--- src/rtl/bcd4_down_timer_pkg.sv ---
// bcd4_down_timer_pkg: shared state type, BCD constants and the preset clamp helper.
`default_nettype none

package bcd4_down_timer_pkg;

  typedef enum logic [1:0] {
    IDLE    = 2'd0,
    RUN     = 2'd1,
    PAUSE   = 2'd2,
    EXPIRED = 2'd3
  } state_t;

  localparam logic [3:0] BCD_MAX    = 4'd9;
  localparam int         NUM_DIGITS = 4;

  function automatic logic [3:0] clamp_bcd(input logic [3:0] nib);
    return (nib > BCD_MAX) ? BCD_MAX : nib;
  endfunction

endpackage

`default_nettype wire

--- src/rtl/bcd4_down_timer_if.sv ---
// bcd4_down_timer_if: control inputs and BCD digit/status outputs of the countdown timer.
`default_nettype none

interface bcd4_down_timer_if;
  logic        load;
  logic [15:0] preset;
  logic        start;
  logic        stop;
  logic [3:0]  digit0;
  logic [3:0]  digit1;
  logic [3:0]  digit2;
  logic [3:0]  digit3;
  logic        running;
  logic        zero;
  logic        done;

  modport master (
    output load, preset, start, stop,
    input  digit0, digit1, digit2, digit3, running, zero, done
  );

  modport slave (
    input  load, preset, start, stop,
    output digit0, digit1, digit2, digit3, running, zero, done
  );
endinterface

`default_nettype wire

--- src/rtl/bcd4_down_timer_bcd_digit_down.sv ---
// bcd_digit_down: one BCD digit register that decrements when borrowed from, wrapping 0 to 9.
`default_nettype none

module bcd_digit_down (
  input  wire logic       clock,
  input  wire logic       reset,
  input  wire logic       i_load,
  input  wire logic [3:0] i_load_val,
  input  wire logic       i_dec_en,
  input  wire logic       i_borrow_in,
  output logic      [3:0] o_digit,
  output logic            o_borrow_out
);
  import bcd4_down_timer_pkg::*;

  logic [3:0] r_digit;

  always_ff @(posedge clock) begin
    if (reset) begin
      r_digit <= 4'd0;
    end else if (i_load) begin
      r_digit <= i_load_val;
    end else if (i_dec_en && i_borrow_in) begin
      r_digit <= (r_digit == 4'd0) ? BCD_MAX : r_digit - 4'd1;
    end
  end

  // Borrow ripples combinationally so all digits settle on the same edge.
  assign o_borrow_out = i_borrow_in && (r_digit == 4'd0);
  assign o_digit      = r_digit;

endmodule

`default_nettype wire

--- src/rtl/bcd4_down_timer.sv ---
// bcd4_down_timer: four-digit BCD countdown with start/stop control, expiry pulse and optional auto-reload.
`default_nettype none

module bcd4_down_timer #(
  parameter int TICK_DIV    = 1,
  parameter bit AUTO_RELOAD = 1'b0
) (
  input wire logic          clock,
  input wire logic          reset,
  bcd4_down_timer_if.slave  bus
);
  import bcd4_down_timer_pkg::*;

  localparam int             PW          = (TICK_DIV > 1) ? $clog2(TICK_DIV) : 1;
  localparam logic [PW-1:0]  c_TICK_LAST = PW'(TICK_DIV - 1);

  state_t          r_state;
  state_t          w_state_next;
  logic [PW-1:0]   r_presc;
  logic [PW-1:0]   w_presc_next;
  logic [15:0]     r_store;
  logic            r_done;
  logic            w_done_next;
  logic [15:0]     w_preset_clamped;
  logic [15:0]     w_count;
  logic [15:0]     w_load_val;
  logic            w_load_digits;
  logic            w_store_load;
  logic            w_dec_en;
  logic [NUM_DIGITS:0] w_borrow;
  logic            w_tick;
  logic            w_count_zero;
  logic            w_count_one;

  for (genvar i = 0; i < NUM_DIGITS; i++) begin : g_clamp
    assign w_preset_clamped[i*4 +: 4] = clamp_bcd(bus.preset[i*4 +: 4]);
  end

  assign w_borrow[0] = 1'b1;

  for (genvar i = 0; i < NUM_DIGITS; i++) begin : g_digit
    bcd_digit_down u_digit (
      .clock        (clock),
      .reset        (reset),
      .i_load       (w_load_digits),
      .i_load_val   (w_load_val[i*4 +: 4]),
      .i_dec_en     (w_dec_en),
      .i_borrow_in  (w_borrow[i]),
      .o_digit      (w_count[i*4 +: 4]),
      .o_borrow_out (w_borrow[i+1])
    );
  end

  // A borrow out of the top digit means every digit is 0.
  assign w_count_zero = w_borrow[NUM_DIGITS];
  assign w_count_one  = (w_count == 16'h0001);
  assign w_tick       = (r_presc == c_TICK_LAST);

  always_ff @(posedge clock) begin
    if (reset) begin
      r_state <= IDLE;
      r_presc <= '0;
      r_store <= '0;
      r_done  <= 1'b0;
    end else begin
      r_state <= w_state_next;
      r_presc <= w_presc_next;
      r_done  <= w_done_next;
      if (w_store_load) begin
        r_store <= w_preset_clamped;
      end
    end
  end

  always_comb begin
    w_state_next  = r_state;
    w_presc_next  = r_presc;
    w_done_next   = 1'b0;
    w_load_digits = 1'b0;
    w_load_val    = w_preset_clamped;
    w_store_load  = 1'b0;
    w_dec_en      = 1'b0;

    if (bus.load) begin
      w_load_digits = 1'b1;
      w_store_load  = 1'b1;
      w_presc_next  = '0;
      w_state_next  = IDLE;
    end else begin
      case (r_state)
        IDLE, PAUSE: begin
          if (!bus.stop && bus.start && !w_count_zero) begin
            w_state_next = RUN;
          end
        end
        RUN: begin
          if (bus.stop) begin
            w_state_next = PAUSE;
          end else if (!w_tick) begin
            w_presc_next = r_presc + PW'(1);
          end else begin
            w_presc_next = '0;
            if (w_count_one) begin
              w_done_next = 1'b1;
              // Reload from the store instead of landing on 0000; an empty store still expires.
              if (AUTO_RELOAD && (r_store != 16'h0000)) begin
                w_load_digits = 1'b1;
                w_load_val    = r_store;
              end else begin
                w_dec_en     = 1'b1;
                w_state_next = EXPIRED;
              end
            end else if (!w_count_zero) begin
              w_dec_en = 1'b1;
            end
          end
        end
        EXPIRED: begin
          w_state_next = EXPIRED;
        end
        default: begin
          w_state_next = IDLE;
        end
      endcase
    end
  end

  assign bus.digit0  = w_count[3:0];
  assign bus.digit1  = w_count[7:4];
  assign bus.digit2  = w_count[11:8];
  assign bus.digit3  = w_count[15:12];
  assign bus.running = (r_state == RUN);
  assign bus.zero    = w_count_zero;
  assign bus.done    = r_done;

endmodule

`default_nettype wire

--- src/flat_wrapper.sv ---
// flat-port wrapper written by rule: the top's interface ports become plain ports
module bcd4_down_timer_flat import bcd4_down_timer_pkg::*;
#(
  parameter int TICK_DIV    = 1,
  parameter bit AUTO_RELOAD = 1'b0
)
  (clock, reset, bus_load, bus_preset, bus_start, bus_stop, bus_digit0, bus_digit1, bus_digit2, bus_digit3, bus_running, bus_zero, bus_done);
  bcd4_down_timer_if bus_i ();
  input wire logic clock;
  input wire logic reset;
  input wire logic [$bits(bus_i.load)-1:0] bus_load;
  input wire logic [$bits(bus_i.preset)-1:0] bus_preset;
  input wire logic [$bits(bus_i.start)-1:0] bus_start;
  input wire logic [$bits(bus_i.stop)-1:0] bus_stop;
  output wire logic [$bits(bus_i.digit0)-1:0] bus_digit0;
  output wire logic [$bits(bus_i.digit1)-1:0] bus_digit1;
  output wire logic [$bits(bus_i.digit2)-1:0] bus_digit2;
  output wire logic [$bits(bus_i.digit3)-1:0] bus_digit3;
  output wire logic [$bits(bus_i.running)-1:0] bus_running;
  output wire logic [$bits(bus_i.zero)-1:0] bus_zero;
  output wire logic [$bits(bus_i.done)-1:0] bus_done;
  assign bus_i.load = bus_load;
  assign bus_i.preset = bus_preset;
  assign bus_i.start = bus_start;
  assign bus_i.stop = bus_stop;
  assign bus_digit0 = bus_i.digit0;
  assign bus_digit1 = bus_i.digit1;
  assign bus_digit2 = bus_i.digit2;
  assign bus_digit3 = bus_i.digit3;
  assign bus_running = bus_i.running;
  assign bus_zero = bus_i.zero;
  assign bus_done = bus_i.done;
  bcd4_down_timer #(.TICK_DIV(TICK_DIV), .AUTO_RELOAD(AUTO_RELOAD)) u_core (.clock(clock), .reset(reset), .bus(bus_i));
endmodule
--- config.mk ---
export PLATFORM = sky130hd
export DESIGN_NAME = bcd4_down_timer_flat
export DESIGN_NICKNAME = d
export VERILOG_FILES = /design/src/rtl/bcd4_down_timer_pkg.sv /design/src/rtl/bcd4_down_timer_if.sv /design/src/rtl/bcd4_down_timer_bcd_digit_down.sv /design/src/rtl/bcd4_down_timer.sv /design/src/flat_wrapper.sv
export SDC_FILE = /design/constraint.sdc
export NUM_CORES = 1
export LEC_CHECK = 0
export ABC_AREA = 1
export CORE_MARGIN = 2
export CORE_UTILIZATION = 40
export DETAILED_ROUTE_END_ITERATION = 12
export PLACE_DENSITY = 0.78
export SLEW_MARGIN = 10
export SYNTH_ARGS = -nofsm -noshare
export SYNTH_HDL_FRONTEND = slang
export SYNTH_SLANG_ARGS = --single-unit
--- constraint.sdc ---
create_clock -name clock -period 1.45 [get_ports clock]
set_input_delay 0.145 -clock clock [delete_from_list [all_inputs] [get_ports clock]]
set_output_delay 0.145 -clock clock [all_outputs]
set_load 0.02 [all_outputs]
==> impl_summary.txt, run 1 <==
----------------------------------------------------
[Outcome]
  Status ... completed

[Clock network]
  Clock tree sinks ... 19
  Total CTS buffers ... 3
  CTS Root Buffer Type ... sky130_fd_sc_hd__clkbuf_4
  Hold buffer count at CTS ... 0
  Clock H-tree levels ... 1
  Buffer depth of the longest clock path ... 2
  TritonCTS clock tree ... built
  Clock edge transition at the registers on the reported setup and hold paths ... 0.12 ns
  Clock insertion delay at the later pin of the skew report ... 0.31 ns

[Synthesis]
  Flip-flop and latch count after synthesis ... 19
  Synth Area per Inst ... 6.268 sq um
  Area of the mapped netlist ... 1341 sq um
  Number of distinct library cells after synthesis ... 31
  Seq/Total Area, Yosys ... 0.2836
  Total of warnings raised by yosys ... 0
  Mapped Nets ... 235
  Gate count of the mapped netlist ... 214

[STA]
  Max frequency ... 0.7135 GHz
  Final Hold Viols ... 0
  Final critical-path share of the clock period ... 0.9666
  Worst Skew ... 0.009937 ns
  Final setup margin ... 0.04846 ns
  Minimum clock period after layout ... 1.402 ns
  Final-report setup violation count ... 0
  Relative slew slack ... 0.8445
  Transition time of the tightest slew-check pin ... 0.2314 ns
  Max Transition Viols Final ... 0

[Route]
  Via-to-Cell Ratio ... 4.687
  Violation count after the first detailed-routing iteration ... 73
  WL final ... 3496 um
  Met3 Wirelength ... 124 um
  DR WL/cell ... 10.44 um
  Met1 wire length ... 1540 um
  Highest routing layer actually used ... met4
  Iteration count of the initial detailed-routing pass ... 4
  Vias post-DR ... 1,570
  Antenna violation net count after detailed routing ... 0
  Total length of routed met2 wires ... 1791 um
  Drc violations ... 0

[GRT]
  Vias in the first global route ... 1,331
  Maximum number of pins on one net before global-route repair ... 32
  Total routing resource utilization after global routing ... 0.1899
  Number of antenna violations at the first check in global routing ... 0
  Wire length of the first global-routing pass ... 5457 um
  Total global routing overflow ... 0

[Finish]
  Most frequent standard cell in the layout excluding fill and tap cells ... sky130_fd_sc_hd__nand2_1
  Synth-to-layout area growth ... 56.90%
  Commonest non-fill, non-tap cells in the layout ... sky130_fd_sc_hd__nand2_1, sky130_fd_sc_hd__buf_4, sky130_fd_sc_hd__nor2_1, sky130_fd_sc_hd__inv_1, sky130_fd_sc_hd__clkdlybuf4s50_1
  Number of nets in the final layout ... 311
  Layout cells sized above 1 ... 0.2561
  Number of antenna diodes ... 0
  Core occupancy in the finished layout ... 0.6408

[Critical path]
  Top fanout value on the critical path ... 2
  Required time of the critical path ... 1.31 ns
  Worst Setup Path Type ... reg2out
  Worst-case register-to-register setup slack ... 0.10 ns
  Critical path's slowest cell ... sky130_fd_sc_hd__dfxtp_1
  Family with the most delay on the worst path ... simple AND/OR/NAND/NOR gates
  Slowest cell delay on critical path ... 0.34 ns
  Bufs and invs on worst path ... 2
  Data arrival, critical path ... 1.26 ns
  Worst-path cell chain ... nor2_2 > nand2_2 > nor2_4 > nand2_4 > inv_2 > buf_6
  CP Launch Type ... flip-flop
  Crit path capture type ... primary output

[Hold path]
  Worst hold-check path type ... reg2reg

[Place]
  Input/output buffers ... 39
  Weighted congestion at the end of routability-driven global placement ... 0.8320
  Worst slack after detailed placement ... -0.1407 ns
  Post-DP HPWL ... 2645 um

[Floorplanning]
  Starting Density ... 0.4084
  Die extent in y ... 61.91 um
  DIE AREA ... 3832 sq um
  DIE WIDTH ... 61.91 um
  Area of the core ... 3284 sq um
  Boundary Pins ... 40
  Row count ... 21

[Power and ir drop]
  Total Power ... 1.503 mW
  Total power divided by cell area ... 714.0 nW/um^2
  Leak ... 1.063 nW
  Worst VDD drop ... 0.3373 mV

[Run]
  Max-capacitance violation count ... 0

----------------------------------------------------
path summary, 6_finish.rpt:
kind	start	endpoint	depth (start not counted)
min reg2reg	u_core.r_state[1]	u_core.r_state[1]	2
max reg2reg	u_core.g_digit[2].u_digit.o_digit[1]	u_core.g_digit[1].u_digit.o_digit[3]	9
max	u_core.g_digit[2].u_digit.o_digit[1]	bus_zero	6
min	u_core.r_state[1]	u_core.r_state[1]	2
Yosys cell counts:
| library cell | count | area (sq um) |
|---|---|---|
| sky130_fd_sc_hd__o21ai_0 | 11 | 55.05 |
| sky130_fd_sc_hd__nand3_4 | 1 | 17.52 |
| sky130_fd_sc_hd__nor2_8 | 2 | 40.04 |
| sky130_fd_sc_hd__clkbuf_1 | 1 | 3.750 |
| sky130_fd_sc_hd__a211oi_1 | 2 | 15.01 |
| sky130_fd_sc_hd__nand3_1 | 18 | 90.09 |
| sky130_fd_sc_hd__buf_2 | 2 | 10.01 |
| sky130_fd_sc_hd__buf_4 | 1 | 7.510 |
| sky130_fd_sc_hd__clkinv_1 | 1 | 3.750 |
| sky130_fd_sc_hd__a22oi_1 | 1 | 7.510 |
| sky130_fd_sc_hd__nor4_1 | 2 | 12.51 |
| sky130_fd_sc_hd__xor2_1 | 1 | 8.760 |
| sky130_fd_sc_hd__nand2_2 | 3 | 18.77 |
| sky130_fd_sc_hd__nand2_4 | 3 | 33.78 |
| sky130_fd_sc_hd__nor3_1 | 2 | 10.01 |
| sky130_fd_sc_hd__nand4_2 | 1 | 12.51 |
| sky130_fd_sc_hd__inv_2 | 1 | 3.750 |
| sky130_fd_sc_hd__o21ai_1 | 1 | 5.000 |
| sky130_fd_sc_hd__nor2_4 | 2 | 22.52 |
| sky130_fd_sc_hd__or2_4 | 1 | 8.760 |
| sky130_fd_sc_hd__nand2_1 | 58 | 217.7 |
| sky130_fd_sc_hd__buf_1 | 2 | 7.510 |
| sky130_fd_sc_hd__a21oi_2 | 1 | 8.760 |
| sky130_fd_sc_hd__inv_1 | 25 | 93.84 |
| sky130_fd_sc_hd__o22ai_1 | 2 | 12.51 |
| sky130_fd_sc_hd__nor2_1 | 31 | 116.4 |
| sky130_fd_sc_hd__o31ai_1 | 1 | 7.510 |
| sky130_fd_sc_hd__a21oi_1 | 14 | 70.07 |
| sky130_fd_sc_hd__dfxtp_1 | 19 | 380.4 |
| sky130_fd_sc_hd__nand4_4 | 1 | 21.27 |
| sky130_fd_sc_hd__nor2_2 | 3 | 18.77 |
routing by layer:
| layer | vias up | global-route usage |
|---|---|---|
| met2 | 32 | 0.3504 |
| li1 | 833 | - |
| met5 | - | 0 |
| met4 | 0 | 0.05471 |
| met1 | 701 | 0.2288 |
| met3 | 4 | 0.02484 |
registers in the layout, summed over array words and instances, names as in the netlist:
register                        cells
u_core.g_digit.u_digit.o_digit     16
u_core.bus.done                     1
u_core.r_state                      2
timing repair:
action                                  CTS  global route
endpoints found under the setup margin   18            11
resized for setup                        27            13
pin swaps                                 0             9
setup buffers                             0             6
logic make-up after synthesis:
group	count (synthesis)	synth area share
compound gates	33	0.1353
xor+xnor	1	0.006531
buf+inv	33	0.09701
flops	19	0.2836
simple gates	128	0.4776
power by group:
group,switching (mW),leakage [nW],internal [mW],total [mW]
sequential,0.0279,0.158,0.558,0.586
combinational,0.333,0.888,0.310,0.642
clock,0.172,0.0177,0.103,0.275
worst register-to-register path, stage by stage (launching register included):
cell                      delay, ns
sky130_fd_sc_hd__dfxtp_1       0.34
sky130_fd_sc_hd__nor2_2        0.14
sky130_fd_sc_hd__nand2_2       0.09
sky130_fd_sc_hd__nor2_4        0.14
sky130_fd_sc_hd__nand2_4       0.06
sky130_fd_sc_hd__buf_4         0.16
sky130_fd_sc_hd__nand4_4       0.10
sky130_fd_sc_hd__nand2_1       0.07
sky130_fd_sc_hd__nor2_1        0.10
sky130_fd_sc_hd__nor2_1        0.05
layout make-up:
type | count | area, sq um
clock buffer | 3 | 22.52
clock inverter | 1 | 5.005
fill | 317 | 1180
inverter | 27 | 101.3
multi-input combinational | 162 | 868.3
sequential | 19 | 385.4
tap | 46 | 57.56
timing repair buffer | 77 | 664.4
through the flow:
step / cell area (sq um) / std cells / hold WS [ns] / setup TNS [ns]
floorplan: 1341 / 214 / 0.2228 / 0
global placement: 2013 / 325 / 0.4493 / -0.09545
detailed placement: 2013 / 325 / 0.4618 / -0.1407
CTS: 2033 / 329 / 0.4766 / 0
global route: 2105 / 335 / 0.5368 / -0.01051
finish: 2105 / 335 / 0.4733 / 0
Note: power is estimated with default switching activity, not from simulation.
==> inputs of run 2 (changes only) <==
- SLEW_MARGIN: 10 -> not set
- TNS_END_PERCENT: not set -> 50
==> impl_summary.txt, run 2 (synthesis results as in run 1) <==
----------------------------------------------------
[Outcome]
  Status ... completed

[STA]
  Worst Skew ... 0.007646 ns (-0.002291 ns)
  Max frequency ... 0.7002 GHz (-1.9%)
  Final setup margin ... 0.02179 ns (-0.02667 ns)
  Transition time of the tightest slew-check pin ... 0.2337 ns (+0.002225 ns)
  Max Transition Viols Final ... 0 (unchanged)
  Final-report setup violation count ... 0 (unchanged)
  Setup TNS ... 0 ns (unchanged)
  Worst hold margin ... 0.4733 ns (-0.00001800 ns)
  Final critical-path share of the clock period ... 0.9850 (+0.01839)
  RSZ-0062 raised after global routing ... yes
  Minimum clock period after layout ... 1.428 ns (+0.02667 ns)
  Relative slew slack ... 0.8428 (-0.001732)
  Final Hold Viols ... 0 (unchanged)

[Route]
  Antenna violation net count after detailed routing ... 0 (unchanged)
  Via-to-Cell Ratio ... 4.658 (-0.62%)
  Drc violations ... 0 (unchanged)
  WL final ... 3399 um (-2.8%)
  Vias post-DR ... 1,537 (-2.1%)
  Iteration count of the initial detailed-routing pass ... 4 (unchanged)
  DR WL/cell ... 10.30 um (-1.3%)
  Violation count after the first detailed-routing iteration ... 80 (+9.6%)

[Floorplanning]
  DIE AREA ... 3832 sq um (unchanged)
  Area of the core ... 3284 sq um (unchanged)
  Row count ... 21 (unchanged)
  Starting Density ... 0.4084 (unchanged)
  Boundary Pins ... 40 (unchanged)
  DIE WIDTH ... 61.91 um (unchanged)
  Die extent in y ... 61.91 um (unchanged)

[Power and ir drop]
  Worst VDD drop ... 0.3222 mV (-4.5%)
  Leak ... 1.035 nW (-2.7%)
  Power dissipated by switching net loads ... 0.5176 mW (-2.7%)
  Sequential cell fraction of total power ... 0.397 (+0.007)
  Total power divided by cell area ... 713.0 nW/um^2 (-0.15%)
  Combinational group share of total power ... 0.417 (-0.011)
  Clock group share of total power ... 0.185 (+0.002)
  Switching power as a share of total power ... 0.3540 (about the same)
  Internal ... 0.9446 mW (-2.7%)

[Clock network]
  Buffer depth of the longest clock path ... 2 (unchanged)
  TritonCTS clock tree ... built
  Clock insertion delay at the later pin of the skew report ... 0.30 ns (about the same)
  Clock tree sinks ... 19 (unchanged)
  Total CTS buffers ... 3 (unchanged)
  CTS Root Buffer Type ... sky130_fd_sc_hd__clkbuf_4
  Clock H-tree levels ... 1 (unchanged)
  Clock edge transition at the registers on the reported setup and hold paths ... 0.11 ns (about the same)

[GRT]
  Total global routing overflow ... 0 (unchanged)
  Maximum number of pins on one net before global-route repair ... 32 (unchanged)
  Total routing resource utilization after global routing ... 0.1848 (-0.005133)
  Wire length of the first global-routing pass ... 5340 um (-2.1%)
  Number of antenna violations at the first check in global routing ... 0 (unchanged)
  Vias in the first global route ... 1,317 (-1.1%)

[Finish]
  Commonest non-fill, non-tap cells in the layout ... sky130_fd_sc_hd__nand2_1, sky130_fd_sc_hd__buf_4, sky130_fd_sc_hd__nor2_1, sky130_fd_sc_hd__inv_1, sky130_fd_sc_hd__clkdlybuf4s50_1
  Synth-to-layout area growth ... 52.89%
  Non-Filler Cell Area, Final ... 2051 sq um (-2.6%)
  Most frequent standard cell in the layout excluding fill and tap cells ... sky130_fd_sc_hd__nand2_1
  Layout cells sized above 1 ... 0.2254 (-0.03070)
  Number of nets in the final layout ... 306 (-1.6%)
  Number of flip-flops under the largest register name ... 16 (unchanged)
  Number of antenna diodes ... 0 (unchanged)
  Final non-filler cell total ... 330 (-1.5%)

[Critical path]
  Worst-path cell chain ... nor2_4 > nand2_4 > nor2_8 > nand2_4 > inv_2 > buf_4
  Required time of the critical path ... 1.31 ns (about the same)
  Most frequent CP cell ... sky130_fd_sc_hd__nand2_4
  Crit path capture type ... primary output
  Top fanout value on the critical path ... 4 (+2)
  Data arrival, critical path ... 1.28 ns (+0.02 ns)
  Slowest cell delay on critical path ... 0.36 ns (+0.02 ns)
  Critical path's slowest cell ... sky130_fd_sc_hd__dfxtp_1
  Worst Setup Path Type ... reg2out
  CP Launch Type ... flip-flop

[Run]
  Max-capacitance violation count ... 0 (unchanged)

[Place]
  Number of cells after detailed placement ... 325 (unchanged)
  Worst slack after detailed placement ... -0.1407 ns (unchanged)
  Input/output buffers ... 39 (unchanged)
  Placed standard-cell area ... 2013 sq um (unchanged)
  Weighted congestion at the end of routability-driven global placement ... 0.8320 (unchanged)
  Post-DP HPWL ... 2645 um (unchanged)

[Hold path]
  Worst hold-check path type ... reg2reg

----------------------------------------------------
[run 2: critical path: cells and delay by family, from the launching register on]
family	cells	cell delay, ns
DFF	1	0.36
and+or+nand+nor	4	0.43
buffers and inverters	2	0.19
[run 2: area by class of cell]
cell class	count	area [sq um]
Clock buffer	3	22.52
Clock inverter	1	5.005
Fill cell	329	1234
Inverter	27	101.3
Multi-Input combinational cell	162	860.8
Sequential cell	19	380.4
Tap cell	46	57.56
Timing Repair Buffer	72	623.1
[run 2: layer usage]
| layer | vias up | part of all wire | track usage |
|---|---|---|---|
| met5 | - | 0 | 0 |
| met4 | 0 | 0.012 | 0.05471 |
| li1 | 821 | - | - |
| met1 | 680 | 0.45 | 0.2263 |
| met3 | 4 | 0.036 | 0.02484 |
| met2 | 32 | 0.50 | 0.3353 |
[run 2: timing repair]
item,4_1_cts,5_1_grt
pin swaps,0,1
resized for setup,22,11
setup buffers,0,1
hold buffers,0,0
endpoints found under the setup margin,18,14
[run 2: power groups by stage]
stage	combinational, mW	sequential (mW)	clock [mW]
after floorplan	0.279	0.644	0
after global placement	0.607	0.587	0
after detailed placement	0.618	0.589	0
after CTS	0.600	0.576	0.275
after global routing	0.676	0.584	0.287
final	0.610	0.581	0.271
[run 2: path summary, 6_finish.rpt]
check,startpoint,endpoint,slack [ns],cells past startpoint
setup / recovery,u_core.g_digit[1].u_digit.o_digit[3],bus_zero,0.02,6
hold / removal,u_core.r_state[1],u_core.r_state[1],0.47,2
setup reg to reg,u_core.g_digit[1].u_digit.o_digit[3],u_core.g_digit[3].u_digit.o_digit[2],0.08,8
hold reg to reg,u_core.r_state[1],u_core.r_state[1],0.47,2
[run 2: through the flow]
step	utilization	total power [mW]
floorplan	-	0.9225
global placement	0.6130	1.194
detailed placement	0.6130	1.206
CTS	0.6171	1.451
global route	0.6244	1.547
finish	0.6244	1.462
==> inputs of run 3 (changes only) <==
- SKIP_CTS_REPAIR_TIMING: not set -> 1
==> impl_summary.txt, run 3 (synthesis results as in run 1) <==
----------------------------------------------------
[Critical path]
  R2R Path Start ... u_core.g_digit[1].u_digit.o_digit[3]
  Worst-path cell chain ... nor2_4 > nand2_4 > nor2_8 > nand2_4 > inv_2 > clkbuf_2
  CP Launch Type ... flip-flop
  Data arrival, critical path ... 1.31 ns (+0.03 ns)
  Worst setup endpoint ... bus_zero
  Most frequent CP cell ... sky130_fd_sc_hd__nand2_4
  Slowest cell delay on critical path ... 0.36 ns (about the same)
  Count of cells along the worst register-to-register path ... 8 (unchanged)
  End of the worst register-to-register path ... u_core.g_digit[3].u_digit.o_digit[2]
  Origin of the worst setup path ... u_core.g_digit[1].u_digit.o_digit[3]
  Crit path capture type ... primary output
  Required time of the critical path ... 1.31 ns (about the same)
  Critical path's slowest cell ... sky130_fd_sc_hd__dfxtp_1
  Top fanout value on the critical path ... 4 (unchanged)
  Worst Setup Path Type ... reg2out
  Worst-case register-to-register setup slack ... 0.08 ns (about the same)

[STA]
  Final Hold Viols ... 0 (unchanged)
  Minimum clock period after layout ... 1.454 ns (+0.02565 ns)
  Final setup margin ... -0.003858 ns (-0.02565 ns)
  Final critical-path share of the clock period ... 1.003 (+0.01769)
  Setup TNS ... -0.003858 ns (-0.003858 ns)
  Worst Skew ... 0.007132 ns (-0.0005138 ns)
  Max Transition Viols Final ... 0 (unchanged)
  RSZ-0062 raised after global routing ... yes
  Relative slew slack ... 0.8448 (+0.002032)
  Final-report setup violation count ... 1 (+1)
  Max frequency ... 0.6878 GHz (-1.8%)
  Transition time of the tightest slew-check pin ... 0.2310 ns (-0.002671 ns)

[Route]
  Drc violations ... 0 (unchanged)
  Vias post-DR ... 1,549 (+0.78%)
  DR WL/cell ... 10.34 um (+0.36%)
  Via-to-Cell Ratio ... 4.708 (+1.1%)
  Violation count after the first detailed-routing iteration ... 70 (-13%)
  Iteration count of the initial detailed-routing pass ... 4 (unchanged)
  WL final ... 3401 um (about the same)
  Antenna violation net count after detailed routing ... 0 (unchanged)

[Outcome]
  Violated checks ... negative setup slack
  Status ... finished, violations left

[Run]
  Max-capacitance violation count ... 0 (unchanged)

[Clock network]
  Total CTS buffers ... 3 (unchanged)
  Clock insertion delay at the later pin of the skew report ... 0.30 ns (about the same)
  Clock edge transition at the registers on the reported setup and hold paths ... 0.11 ns (about the same)
  Clock tree sinks ... 19 (unchanged)
  Buffer depth of the longest clock path ... 2 (unchanged)
  Clock H-tree levels ... 1 (unchanged)
  TritonCTS clock tree ... built
  CTS Root Buffer Type ... sky130_fd_sc_hd__clkbuf_4

[Floorplanning]
  Area of the core ... 3284 sq um (unchanged)
  Boundary Pins ... 40 (unchanged)
  Row count ... 21 (unchanged)
  Starting Density ... 0.4084 (unchanged)
  DIE WIDTH ... 61.91 um (unchanged)
  Die extent in y ... 61.91 um (unchanged)
  DIE AREA ... 3832 sq um (unchanged)

[Finish]
  Most frequent standard cell in the layout excluding fill and tap cells ... sky130_fd_sc_hd__nand2_1
  Number of antenna diodes ... 0 (unchanged)
  Synth-to-layout area growth ... 57.18%
  FF+latch area ... 380.4 sq um (unchanged)
  Number of nets in the final layout ... 305 (-0.33%)
  Layout cells sized above 1 ... 0.2191 (-0.006271)
  Commonest non-fill, non-tap cells in the layout ... sky130_fd_sc_hd__nand2_1, sky130_fd_sc_hd__buf_4, sky130_fd_sc_hd__nor2_1, sky130_fd_sc_hd__inv_1, sky130_fd_sc_hd__clkdlybuf4s50_1
  Fillers ... 317 (-3.6%)
  Multi-input gate area ... 860.8 sq um (unchanged)
  Number of flip-flops under the largest register name ... 16 (unchanged)

[Place]
  Worst slack after detailed placement ... -0.1407 ns (unchanged)
  Weighted congestion at the end of routability-driven global placement ... 0.8320 (unchanged)
  Post-DP HPWL ... 2645 um (unchanged)
  Input/output buffers ... 39 (unchanged)

[Power and ir drop]
  Clock group share of total power ... 0.184 (about the same)
  Combinational group share of total power ... 0.422 (+0.005)
  Switching power as a share of total power ... 0.3512 (-0.002826)
  Internal ... 0.9565 mW (+1.3%)
  Leak ... 1.234 nW (+19%)
  Power dissipated by switching net loads ... 0.5177 mW (about the same)
  Sequential cell fraction of total power ... 0.394 (-0.003)
  Total power divided by cell area ... 699.3 nW/um^2 (-1.9%)
  Worst VDD drop ... 0.3179 mV (-1.3%)

[GRT]
  Maximum number of pins on one net before global-route repair ... 32 (unchanged)
  Vias in the first global route ... 1,311 (-0.46%)
  Total global routing overflow ... 0 (unchanged)
  Total routing resource utilization after global routing ... 0.1831 (-0.001711)
  Number of antenna violations at the first check in global routing ... 0 (unchanged)
  Wire length of the first global-routing pass ... 5299 um (-0.77%)

[Hold path]
  Worst hold-check path type ... reg2reg

----------------------------------------------------
-- run 3: cell types whose count changed in the layout (fill, tap and decap cells not counted), sizes merged --
cell	delta
dlygate4sd2	-16
buf	-2
dlymetal6s2s	+17
-- run 3: critical path, delay by kind of cell, from the launching register on --
kind / cells / cell delay (ns)
buffers and inverters: 2 / 0.22
flip-flops: 1 / 0.36
AND/OR/NAND/NOR: 4 / 0.43
-- run 3: area by class of cell --
| cell class | instances | share of cell area |
|---|---|---|
| Inverter | 27 | 0.04807 |
| Multi-Input combinational cell | 162 | 0.4083 |
| Tap cell | 46 | 0.02730 |
| Clock buffer | 3 | 0.01068 |
| Sequential cell | 19 | 0.1804 |
| Timing Repair Buffer | 71 | 0.3228 |
| Clock inverter | 1 | 0.002374 |
-- run 3: worst min path at each step --
stage,start,endpoint,cells after the start
after global routing,u_core.r_state[1],u_core.r_state[1],2
after detailed placement,u_core.r_state[1],u_core.r_state[1],2
after floorplan,bus_stop,u_core.bus.done,1
after global placement,u_core.r_state[1],u_core.r_state[1],2
final,u_core.r_state[1],u_core.r_state[1],2
after CTS,u_core.r_state[1],u_core.r_state[1],2
-- run 3: per-stage QoR --
stage	hold WS (ns)	power (mW)	std cells	instance area (sq um)	util
after floorplan	0.2228	0.9225	214	1341	-
after global placement	0.4493	1.194	325	2013	0.6130
after detailed placement	0.4618	1.206	325	2013	0.6130
after CTS	0.4766	1.471	329	2041	0.6213
after global routing	0.5366	1.558	329	2108	0.6419
final	0.4734	1.474	329	2108	0.6419
-- run 3: metal layers --
layer  vias up  GRT usage  part of all wire
met5         -          0                 0
met4         0    0.05471             0.014
met3         6    0.02484             0.046
met2        42     0.3308              0.50
met1       681     0.2250              0.44
li1        820          -                 -
-- run 3: power by group through the flow --
stage	clock network, mW	registers (mW)	logic, mW
finish	0.272	0.581	0.622
global route	0.287	0.584	0.687
CTS	0.275	0.576	0.620
detailed placement	0	0.589	0.618
global placement	0	0.587	0.607
floorplan	0	0.644	0.279
